## src/rtl/acc_controller.sv

```systemverilog
// Multicycle FSM controller for the 16-bit accumulator datapath.
// State advances on clk; all control lines are decoded from the current state, plus run (FETCH) and zero (JZ).
module acc_controller (
    input  logic        clk,
    input  logic        reset,
    input  logic        run,
    input  logic [15:0] inst,
    input  logic        zero,
    output logic        IRwrite,
    output logic        memread,
    output logic        memwrite,
    output logic        pcwrite,
    output logic        accwrite,
    output logic        pcsrc,
    output logic        alusrc1,
    output logic        alusrc2,
    output logic        memtoacc,
    output logic        iord,
    output logic [2:0]  alucrtl,
    output logic [3:0]  state,
    output logic        instr_done
);

    typedef enum logic [3:0] {
        S_FETCH  = 4'd0,
        S_DECODE = 4'd1,
        S_MEMRD  = 4'd2,
        S_LDWB   = 4'd3,
        S_EXEC   = 4'd4,
        S_ALUWB  = 4'd5,
        S_STORE  = 4'd6,
        S_JUMP   = 4'd7,
        S_JZ     = 4'd8
    } state_t;

    localparam logic [2:0] OP_LDA = 3'd0, OP_STA = 3'd1, OP_ADD = 3'd2, OP_SUB = 3'd3,
                           OP_AND = 3'd4, OP_NOT = 3'd5, OP_JMP = 3'd6, OP_JZ  = 3'd7;

    localparam logic [2:0] ALU_ADD = 3'b000, ALU_SUB = 3'b001, ALU_AND = 3'b010,
                           ALU_NOT = 3'b011, ALU_PASS = 3'b100;

    state_t     cur;
    logic [2:0] opcode;
    logic       unused_addr;

    assign opcode      = inst[15:13];
    assign unused_addr = ^inst[12:0];
    assign state       = cur;

    always_ff @(posedge clk or negedge reset) begin
        if (!reset) begin
            cur <= S_FETCH;
        end else begin
            case (cur)
                S_FETCH:  if (run) cur <= S_DECODE;
                S_DECODE: begin
                    case (opcode)
                        OP_STA:  cur <= S_STORE;
                        OP_NOT:  cur <= S_EXEC;
                        OP_JMP:  cur <= S_JUMP;
                        OP_JZ:   cur <= S_JZ;
                        default: cur <= S_MEMRD;
                    endcase
                end
                S_MEMRD:  cur <= (opcode == OP_LDA) ? S_LDWB : S_EXEC;
                S_EXEC:   cur <= S_ALUWB;
                default:  cur <= S_FETCH;
            endcase
        end
    end

    // Gating on reset makes every enable drop the instant reset asserts, even with run high in FETCH.
    always_comb begin
        IRwrite    = 1'b0;
        memread    = 1'b0;
        memwrite   = 1'b0;
        pcwrite    = 1'b0;
        accwrite   = 1'b0;
        pcsrc      = 1'b0;
        alusrc1    = 1'b0;
        alusrc2    = 1'b0;
        memtoacc   = 1'b0;
        iord       = 1'b0;
        alucrtl    = ALU_ADD;
        instr_done = 1'b0;
        if (reset) begin
            case (cur)
                S_FETCH: begin
                    if (run) begin
                        memread = 1'b1;
                        IRwrite = 1'b1;
                        pcwrite = 1'b1;
                    end
                end
                S_MEMRD: begin
                    iord    = 1'b1;
                    memread = 1'b1;
                end
                S_LDWB: begin
                    memtoacc   = 1'b1;
                    accwrite   = 1'b1;
                    instr_done = 1'b1;
                end
                S_EXEC: begin
                    alusrc1 = 1'b1;
                    alusrc2 = (opcode != OP_NOT);
                    case (opcode)
                        OP_SUB:  alucrtl = ALU_SUB;
                        OP_AND:  alucrtl = ALU_AND;
                        OP_NOT:  alucrtl = ALU_NOT;
                        default: alucrtl = ALU_ADD;
                    endcase
                end
                S_ALUWB: begin
                    accwrite   = 1'b1;
                    instr_done = 1'b1;
                end
                S_STORE: begin
                    iord       = 1'b1;
                    memwrite   = 1'b1;
                    instr_done = 1'b1;
                end
                S_JUMP: begin
                    pcsrc      = 1'b1;
                    pcwrite    = 1'b1;
                    instr_done = 1'b1;
                end
                S_JZ: begin
                    alusrc1    = 1'b1;
                    alucrtl    = ALU_PASS;
                    pcsrc      = 1'b1;
                    pcwrite    = zero;
                    instr_done = 1'b1;
                end
                default: ;
            endcase
        end
    end

endmodule

```

## config.mk

```make
export PLATFORM = sky130hd
export DESIGN_NAME = acc_controller
export DESIGN_NICKNAME = d
export VERILOG_FILES = /design/src/rtl/acc_controller.sv
export SDC_FILE = /design/constraint.sdc
export NUM_CORES = 1
export LEC_CHECK = 0
export CORE_MARGIN = 2
export CORE_UTILIZATION = 36
export DETAILED_ROUTE_END_ITERATION = 16
export GPL_TIMING_DRIVEN = 1
export HOLD_SLACK_MARGIN = 0.03
export PLACE_DENSITY_LB_ADDON = 0.05
export RECOVER_POWER = 100
export SYNTH_ARGS = -nofsm -noshare
export SYNTH_HDL_FRONTEND = slang
export SYNTH_SLANG_ARGS = --single-unit
```

## constraint.sdc

```tcl
create_clock -name clk -period 3.3 [get_ports clk]
set_input_delay 0.825 -clock clk [delete_from_list [all_inputs] [get_ports clk]]
set_output_delay 0.825 -clock clk [all_outputs]
set_load 0.05 [all_outputs]
```

==> impl_metrics.toml <==
[run_status]
status = "complete, no violations"

[power]
p_int_uw = 314
p_switching_uw = 376
power_leakage_uw = 0.000327
p_sw_frac = 0.545
p_clk_frac = 0.084
power_uw = 690
p_seq_frac = 0.207
cellPowerDensity_mw_per_mm2 = 837
combPwrFrac = 0.710
irDropWorstVdd_mv = 0.340

[layout]
area_growth_pct = 52.9
diodes = 0
fillers = 130
fin_nets = 110
largest_register_ffs = 4
drive_gt1_frac = 0.239
utilization = 0.611

[die]
io_pins = 38
coreArea_mm2 = 0.00135
rows = 13
start_util = 0.399
dieArea_mm2 = 0.00182
die-width_um = 42.7
fp.dieH_um = 42.7

[setup_path]
crit_start = "reset"
cp_top_family = "buffers and inverters"
cp-end-kind = "output pin"
crit_buf_inv = 3
required_ps = 2470
cp_cell_sequence = "dlygate4sd3_1 -> buf_4 -> nand3_1 -> nor3_1 -> clkbuf_1"
regToRegStartpoint = "state[2]"
critPathMaxFanout = 9
criticalPathCategory = "input pin to output pin"
cp_slowest_cell = "dlygate4sd3_1"
cp-start-kind = "input pin"
slowest_delay_ps = 550
crit_arrival_ps = 2270

[timing]
fmax_ghz = 0.323
period_share = 0.938
relSlewSlack = 0.601
finalHoldViolCount = 0
finalSetupViolations = 0
worst_slack_ps = 205
slew_violations = 0
clock_skew_ps = 0.791
rsz0062_at_grt = "false"
tightest_slew_ps = 601
period_needed_ps = 3090
setup_tns_ps = 0

[grt]
grt_pass1_wl_mm = 1.92
grt_remaining_overflow = 0
antenna_found_initial = 0
grt_start_max_net_pins = 17
grt_pass1_vias = 408
grt.total_usage = 0.129

[routing]
ant_nets = 0
vias = 548
drc_errors = 0
vias_per_cell = 5.32
wire_per_inst_um = 11.6
wl_mm = 1.19
drtPass1Iterations = 2
drt-initial-drc-count = 1

[placement]
gp_congestion = 0.724
detailed_place_hpwl_um = 897
numPortBuffers = 24
dp_slack_ps = 282

[synthesis]
synth_seq_cells = 4
ys_warn_count = 0
synthAdderAreaFrac = 0
syn_inst = 67
synth_xor_area_frac = 0.0325
synth_ff_type = "dfrtp_1"
synth.most_common_cell = "nor2_1"
yosys.area.top_type_share = 0.186
synth_top_family_by_area = "simple AND/OR/NAND/NOR gates"
muxShareOfSynthArea = 0.0394
ys_types = 36
synth-seq-area-share = 0.186
synth_compound_area_frac = 0.183
syn_area_per_cell_um2 = 8.05
ys_async_sr_fraction = 1.00
syn_nets = 87
synth-simple-area-share = 0.445
synth_top_cells_by_count = "nor2_1 (8), nand2_1 (5), buf_2 (4), dfrtp_1 (4)"
synth_area_leaders = "dfrtp_1 (19%), nor4b_4 (8.8%), nor2_1 (5.6%)"
synth_edf_count = 0
yosysTopAreaCell = "dfrtp_1"
netlist_area_um2 = 539

[clock_network]
cts-root-buf = "clkbuf_4"
cts_sinks = 4
cts_buffer_depth = 2
hold_buffers = 0
numCtsBuffers = 3
htree_levels = 1
cts_tree = "built"
clk_pin_slew_ps = 40
clkLatencyLatePin_ps = 230
cts_setup_buffers = 0
ctsResizeCount = 0

[min_path]
hp-start = "state[3]"
hp-class = "register to register"

[flow_run]
maxCapViolations = 0
-- routing by layer --
metal  vias up  part of all wire  GRT usage
met5         -                 0          0
met4         0                 0     0.0188
met3         0             0.050     0.0128
met2        13              0.48      0.203
met1       250              0.47      0.193
li1        285                 -          -
-- cells by family after synthesis --
family,Yosys count
AOI/OAI and AO/OA,14
xor gates and xnor gates,2
buffers and inverters,10
DFF,4
muxes,2
and+or+nand+nor,35
-- worst paths after layout --
kind | slack (ps) | cells after the start | to
max in group asynchronous | 2190 | 2 | state[2]
worst min-delay path | 790 | 1 | state[0]
worst min register to register | 790 | 1 | state[0]
min in group asynchronous | 990 | 2 | state[0]
worst max-delay path | 210 | 5 | memtoacc
worst max register to register | 1800 | 4 | state[2]
-- metrics by stage --
stage / instances / hold slack, ps / area (um^2)
floorplan: 67 / 529 / 552
global placement: 100 / 795 / 912
detailed placement: 100 / 786 / 912
CTS: 103 / 784 / 935
global route: 103 / 814 / 825
finish: 103 / 787 / 825
-- cell type report --
| cell class | count | area (um^2) | area share |
|---|---|---|---|
| Multi-Input combinational cell | 53 | 377 | 0.457 |
| Timing Repair Buffer | 26 | 299 | 0.363 |
| Sequential cell | 4 | 100 | 0.121 |
| Clock buffer | 3 | 22.5 | 0.0273 |
| Tap cell | 15 | 18.8 | 0.0228 |
| Inverter | 2 | 7.51 | 0.00910 |
-- power by group through the flow --
stage,clock network (uW),logic [uW],registers (uW)
2_1_floorplan,0,353,159
3_3_place_gp,0,554,145
3_5_place_dp,0,558,146
4_1_cts,60.3,558,144
5_1_grt,62.7,515,154
6_report,57.8,490,143
-- layout by cell type, fill, tap and decap left out, types with 3 or more instances in the layout --
cell type        instances
a21oi_1                  3
buf_12                   8
clkbuf_1                 5
clkbuf_4                 3
clkdlybuf4s50_1          4
dfrtp_1                  4
dlygate4sd3_1            6
nand2_1                  5
nand3_1                  3
nor2_1                   8
o21ai_0                  3
Power figures use the tool's default switching activity.
